## src/rtl/register_file.sv

```systemverilog
// Architectural register bank: 8 x DATA_WIDTH registers (R0 reads as zero) plus a Zero status flag.
// Reads are combinational; writes take effect on the rising edge; there is no stall, every write is accepted.
module register_file #(
  parameter int DATA_WIDTH = 16,
  parameter int ADDR_WIDTH = 3
) (
  input  logic                  clk,
  input  logic                  rst_n,
  input  logic [ADDR_WIDTH-1:0] ReadReg1,
  input  logic [ADDR_WIDTH-1:0] ReadReg2,
  output logic [DATA_WIDTH-1:0] ReadData1,
  output logic [DATA_WIDTH-1:0] ReadData2,
  input  logic                  RegWrite,
  input  logic [ADDR_WIDTH-1:0] WriteReg,
  input  logic [DATA_WIDTH-1:0] WriteData,
  input  logic                  FlagWrite,
  input  logic                  ZeroIn,
  output logic                  ZeroFlag
);

  localparam int NUM_REGS = 2 ** ADDR_WIDTH;

  // R0 has no storage; only R1..R(NUM_REGS-1) are real flops.
  logic [DATA_WIDTH-1:0] regs [1:NUM_REGS-1];

  // Per-register decode: an unknown WriteReg compares as X and leaves every register untouched.
  always_ff @(posedge clk) begin
    if (!rst_n) begin
      for (int i = 1; i < NUM_REGS; i++) begin
        regs[i] <= '0;
      end
      ZeroFlag <= 1'b0;
    end else begin
      for (int i = 1; i < NUM_REGS; i++) begin
        if (RegWrite && (WriteReg == ADDR_WIDTH'(i))) begin
          regs[i] <= WriteData;
        end
      end
      if (FlagWrite) begin
        ZeroFlag <= ZeroIn;
      end
    end
  end

  // No write-to-read bypass: operands are consumed before the edge in a single-cycle datapath.
  always_comb begin
    ReadData1 = '0;
    ReadData2 = '0;
    for (int i = 1; i < NUM_REGS; i++) begin
      if (ReadReg1 == ADDR_WIDTH'(i)) begin
        ReadData1 = regs[i];
      end
      if (ReadReg2 == ADDR_WIDTH'(i)) begin
        ReadData2 = regs[i];
      end
    end
  end

endmodule

```

## config.mk

```make
export PLATFORM = sky130hd
export DESIGN_NAME = register_file
export DESIGN_NICKNAME = d
export VERILOG_FILES = /design/src/rtl/register_file.sv
export SDC_FILE = /design/constraint.sdc
export NUM_CORES = 1
export LEC_CHECK = 0
export BUFFER_PORTS_ARGS = -buffer_cell sky130_fd_sc_hd__buf_2
export CORE_MARGIN = 10
export CORE_UTILIZATION = 60
export CTS_CLUSTER_DIAMETER = 30
export DETAILED_ROUTE_END_ITERATION = 16
export MAX_ROUTING_LAYER = met4
export PLACE_DENSITY = 0.78
export SKIP_CTS_REPAIR_TIMING = 1
export SYNTH_ARGS = -nofsm -noshare
export SYNTH_HDL_FRONTEND = slang
export SYNTH_SLANG_ARGS = --single-unit
```

## constraint.sdc

```tcl
create_clock -name clk -period 2.03 [get_ports clk]
set_input_delay 0.1015 -clock clk [delete_from_list [all_inputs] [get_ports clk]]
set_output_delay 0.1015 -clock clk [all_outputs]
set_load 0.05 [all_outputs]
```

## Yosys cells after proc, flatten, opt, wreduce, memory -nomap -nowiden

Memory sizes are Yosys's and may differ from the RTL's.
Cells that the tools add are included.

- Add/subtract/negate cells: 0
- Multipliers: 0
- Div/mod/pow operators: 0
- Order comparisons: 0
- Equal/unequal tests: 21
- Shift-type cells: 0
- Muxes and demuxes: 43
- Bitwise gates (word level): 7
- Reduce and logical (&&, ||, !) cells: 7

Operators by type and width:

| operator | count |
|---|---|
| 16-bit 2-to-1 mux | 21 |
| 3-bit == test, second input constant | 12 |
| 1-bit 2-to-1 mux | 22 |
| 3-bit by 2-bit == test with 1-bit output, second input constant | 6 |
| 3-bit by 1-bit == test with 1-bit output, second input constant | 3 |
| 1-bit logical AND | 7 |
| 1-bit OR | 7 |

- Register bits after elaboration: 1
- Bits in latches: 0
- Bits in writable memories: 112
- ROM bits: 0
- Bits of input ports: 30
- Word-level logic and storage cells: 80
- Memories: 1

Memories:

| memory | depth | width | rd ports | clocked after memory_dff | wr ports | RTL line | text |
|---|---|---|---|---|---|---|---|
| regs | 7 | 16 | 7 | 0 | 7 | 24 | `logic [DATA_WIDTH-1:0] regs [1:NUM_REGS-1];` |

## Logic depth before layout (Yosys ltp)

- Depth after elaboration: 8
- Depth in mapped cells: 7
- Mapped depth without buffers: 4

## Worst setup path before layout

OpenSTA, ideal clock, no wires.

- Path kind: in2out
- Start: input ReadReg2[2]
- End: output ReadData2[14]
- Data arrival time: 1.842 ns
- Data required time: 1.929 ns
- Path slack: 0.087 ns
- Stages: 5
- Buffers on the path: 2
- Path through: buf_6 -> buf_2 -> nor3b_1 -> a2bb2oi_1 -> o21ai_0

- Word-level cells in the longest chain between the ends: 8

Ends and longest elaborated chain:

| element | RTL line | text |
|---|---|---|
| start: declaration | 10 | `input logic [ADDR_WIDTH-1:0] ReadReg2,` |
| 3-bit by 1-bit == test with 1-bit output | 53 | `if (ReadReg2 == ADDR_WIDTH'(i)) begin` |
| 16-bit 2-to-1 mux (6 in series) | 53 |  |
| 16-bit 2-to-1 mux * | 53 |  |
| end: declaration | 12 | `output logic [DATA_WIDTH-1:0] ReadData2,` |

Every way passes the cells marked *; elsewhere a longest branch is shown, timed or not.

==> out/summary.md <==
The run finished, with violations left. The checks that failed: setup timing. Gate count of the mapped netlist: 531. In the global route stage, overall resource usage came out at 26.3%.

The post-layout worst setup margin is -0.00853 ns, and the data required time at the worst endpoint is 1.93 ns. The library cell occupying the most area in the post-synthesis netlist is sky130_fd_sc_hd__edfxtp_1. The run gives 0.207 ns as the worst-case hold slack.

Dividing the detail-routed via count by the number of cells gives 6.59. Via count of the first global-routing pass: 4974. During I/O placement, the number of pins put on the boundary was 63. The max-slew violation count is 0, and the via count is 5203. The smallest clock period supported by the final layout is computed as 2.04 ns. No sink is reached through more buffers than the 2 on the longest clock path. The netlist uses 42 different library cells. The fraction of post-synthesis cell area in the top cell type by area was 53.7%; the signed area change from the synthesized netlist to the final layout was 24.9%. The tools report the number of cell rows as 37. The worst min-delay path category is input port to register.

The hold violation total from the final report was 0. The initial utilization of the core area, before any placement, comes to 61.2%. The final critical path takes up 100% of the cycle. In the layout the commonest cells are sky130_fd_sc_hd__and2_1, sky130_fd_sc_hd__edfxtp_1, sky130_fd_sc_hd__buf_4. The run gives 1 as the count of final setup violators. Clock tree synthesis selected as its root buffer the cell sky130_fd_sc_hd__clkbuf_8. The maximum number of pins on one net before global-route repair is 20, and the HPWL after detailed placement is 12000 um.

The slack of the worst reg-to-reg path came out at 0.35 ns. The clock tree synthesis step divided the H-tree into 4 levels. The number of clock buffers inserted by TritonCTS is 17.

Counting flops and latches in the post-synthesis netlist gives 113. The synthesized netlist occupies a cell area of 6260 um^2. The logs give 19400 um for the routed wire length and 7830 um^2 for the final design area excluding fillers.

Width of the die: 122 um. For this run, the leading register cell type out of synthesis is sky130_fd_sc_hd__edfxtp_1. For this run, asynchronously set or reset flops after synthesis account for 0%.

The tools report the max-cap violation count as 0. The register clock-pin slew on the reported worst setup and hold paths is 0.05 ns. The worst-case clock skew was 0 ns. The headroom to the max-slew limit was 12.8%; the number of detailed-routing iterations run before antenna repair was 5. The routed length per placed instance is 24.6 um.

TritonCTS built the clock tree. Setup repair after global routing could not meet its margin everywhere. The total congestion overflow after global routing is 0, and the clock insertion delay at the later pin of the skew report is 0.52 ns.

Counting every net in the synthesized netlist gives 561. Number of clock sinks seen by CTS: 113. The tools report the achievable clock frequency as 491 MHz.

At the end of routability-driven placement, the weighted congestion stood at 0.935. The power per standard cell area was 929 nW/um^2. The number of buffers inserted by port buffering works out to 62. The count of filler cells inserted in the layout is 616, and the average size of a mapped cell is 11.8 um^2.

For this run, the post-layout net count is 669. The largest fanout of any net on the critical path was 2. The core region is 10200 um^2. The critical path is of the register to primary output type. The tools report the kind of start point of the critical path as a register. Number of remaining DRC errors: 0.

The total negative slack is -0.00853 ns. The Yosys step of the flow raised 0 warnings. In this run, the number of DRC markers left after iteration 0 of detailed routing was 819. The proportion of layout cells with a drive suffix above 1 is 26.1%, and the initial antenna violation count is 2. The full die area came out at 14900 um^2.

In this run the static leakage power is 0.00308 uW. Once placement finished, the instance area stood at 6820 um^2. The first global-routing pass estimated 28600 um of wire. After synthesis, the cell types taking the most area are sky130_fd_sc_hd__edfxtp_1, sky130_fd_sc_hd__and2_1, sky130_fd_sc_hd__a221o_1. Measured along the y axis, the die boundary spans 122 um. The sequential area share after synthesis was 54.0%. Yosys mapped a number of flops with a built-in enable equal to 112.

STA classifies the critical path endpoint as a primary output. In this run the remaining antenna-violating nets after routing total 0. The tools report the maximum VDD drop as 0.852 mV. For the worst setup path, the data arrival time is 1.94 ns. The slew at the pin closest to its max-slew limit was 1.30 ns.
[critical path: stages (launching register included)]
cell	delay [ns]
sky130_fd_sc_hd__edfxtp_1	0.42
sky130_fd_sc_hd__mux2_1	0.32
sky130_fd_sc_hd__a221o_1	0.31
sky130_fd_sc_hd__a22o_1	0.21
sky130_fd_sc_hd__buf_6	0.15
[per-stage QoR]
stage          util (%)  power, uW  instances  setup slack [ns]
5_1_grt            76.5       7460        789           -0.0335
3_3_place_gp       66.7       3930        728             0.242
3_5_place_dp       66.7       3960        728             0.183
6_report           76.5       7270        789          -0.00853
2_1_floorplan         -       3610        531            0.0866
4_1_cts            72.9       7150        760            -0.105
[final timing paths]
kind,from,end,cells past startpoint
setup / recovery,regs[0][24]$_SDFFCE_PN0P_,ReadData1[8],4
hold / removal,WriteReg[2],regs[0][36]$_SDFFCE_PN0P_,3
setup reg to reg,ZeroFlag$_SDFFE_PN0P_,ZeroFlag$_SDFFE_PN0P_,4
hold reg to reg,ZeroFlag$_SDFFE_PN0P_,ZeroFlag$_SDFFE_PN0P_,4
[power by group]
group          leakage [uW]  internal, uW  switching, uW
registers           0.00109          2730            109
logic               0.00168           443            772
clock network      0.000308          2210            999
[cell usage after synthesis, types with 4 or more instances]
master,n
sky130_fd_sc_hd__and2_1,112
sky130_fd_sc_hd__edfxtp_1,112
sky130_fd_sc_hd__a21oi_1,33
sky130_fd_sc_hd__a221o_1,26
sky130_fd_sc_hd__a22o_1,26
sky130_fd_sc_hd__nor2_1,18
sky130_fd_sc_hd__o22ai_1,18
sky130_fd_sc_hd__buf_2,16
sky130_fd_sc_hd__mux2_2,16
sky130_fd_sc_hd__nand2_1,16
sky130_fd_sc_hd__o21ai_0,15
sky130_fd_sc_hd__clkbuf_1,14
sky130_fd_sc_hd__a221oi_1,13
sky130_fd_sc_hd__mux2i_1,13
sky130_fd_sc_hd__mux2_1,8
sky130_fd_sc_hd__a22oi_1,7
sky130_fd_sc_hd__nor2b_1,7
sky130_fd_sc_hd__inv_1,6
sky130_fd_sc_hd__a21o_1,5
sky130_fd_sc_hd__a2bb2oi_1,5
sky130_fd_sc_hd__buf_4,5
sky130_fd_sc_hd__buf_6,5
sky130_fd_sc_hd__o221ai_1,4
[metal layers]
metal  routed length (um)  vias to the layer above  global-route usage, %  part of all wire [%]
li1                     -                     2268                      -                     -
met1                 7460                     2474                   33.4                    38
met2                 9190                      388                   39.7                    47
met3                 2130                       73                   6.15                    11
met4                  648                        0                   10.9                   3.3
met5                    0                        -                      -                     0
[registers in the layout, indices dropped and copies added (netlist names)]
register	cells
regs	112
ZeroFlag	1
[cell type report]
class / instances / area [um^2] / share of cell area (%)
Sequential cell: 113 / 3380 / 43.2
Multi-Input combinational cell: 368 / 2650 / 33.9
Timing Repair Buffer: 130 / 948 / 12.1
Clock buffer: 18 / 418 / 5.34
Clock inverter: 14 / 218 / 2.78
Tap cell: 136 / 170 / 2.17
Inverter: 9 / 33.8 / 0.432
Antenna cell: 1 / 2.50 / 0.0320
[logic make-up (layout without fill, tap and decap cells)]
family                 count (synthesis)  in the layout  share of synthesized area, %
AND/OR/NAND/NOR                      165            165                          15.3
AO/OA/AOI/OAI                        164            164                          19.4
flip-flops                           113            113                          54.0
buffers and inverters                 50            171                          4.21
multiplexers                          39             39                          7.11
other                                  0              1                             0
(Power assumes the default switching activity.)
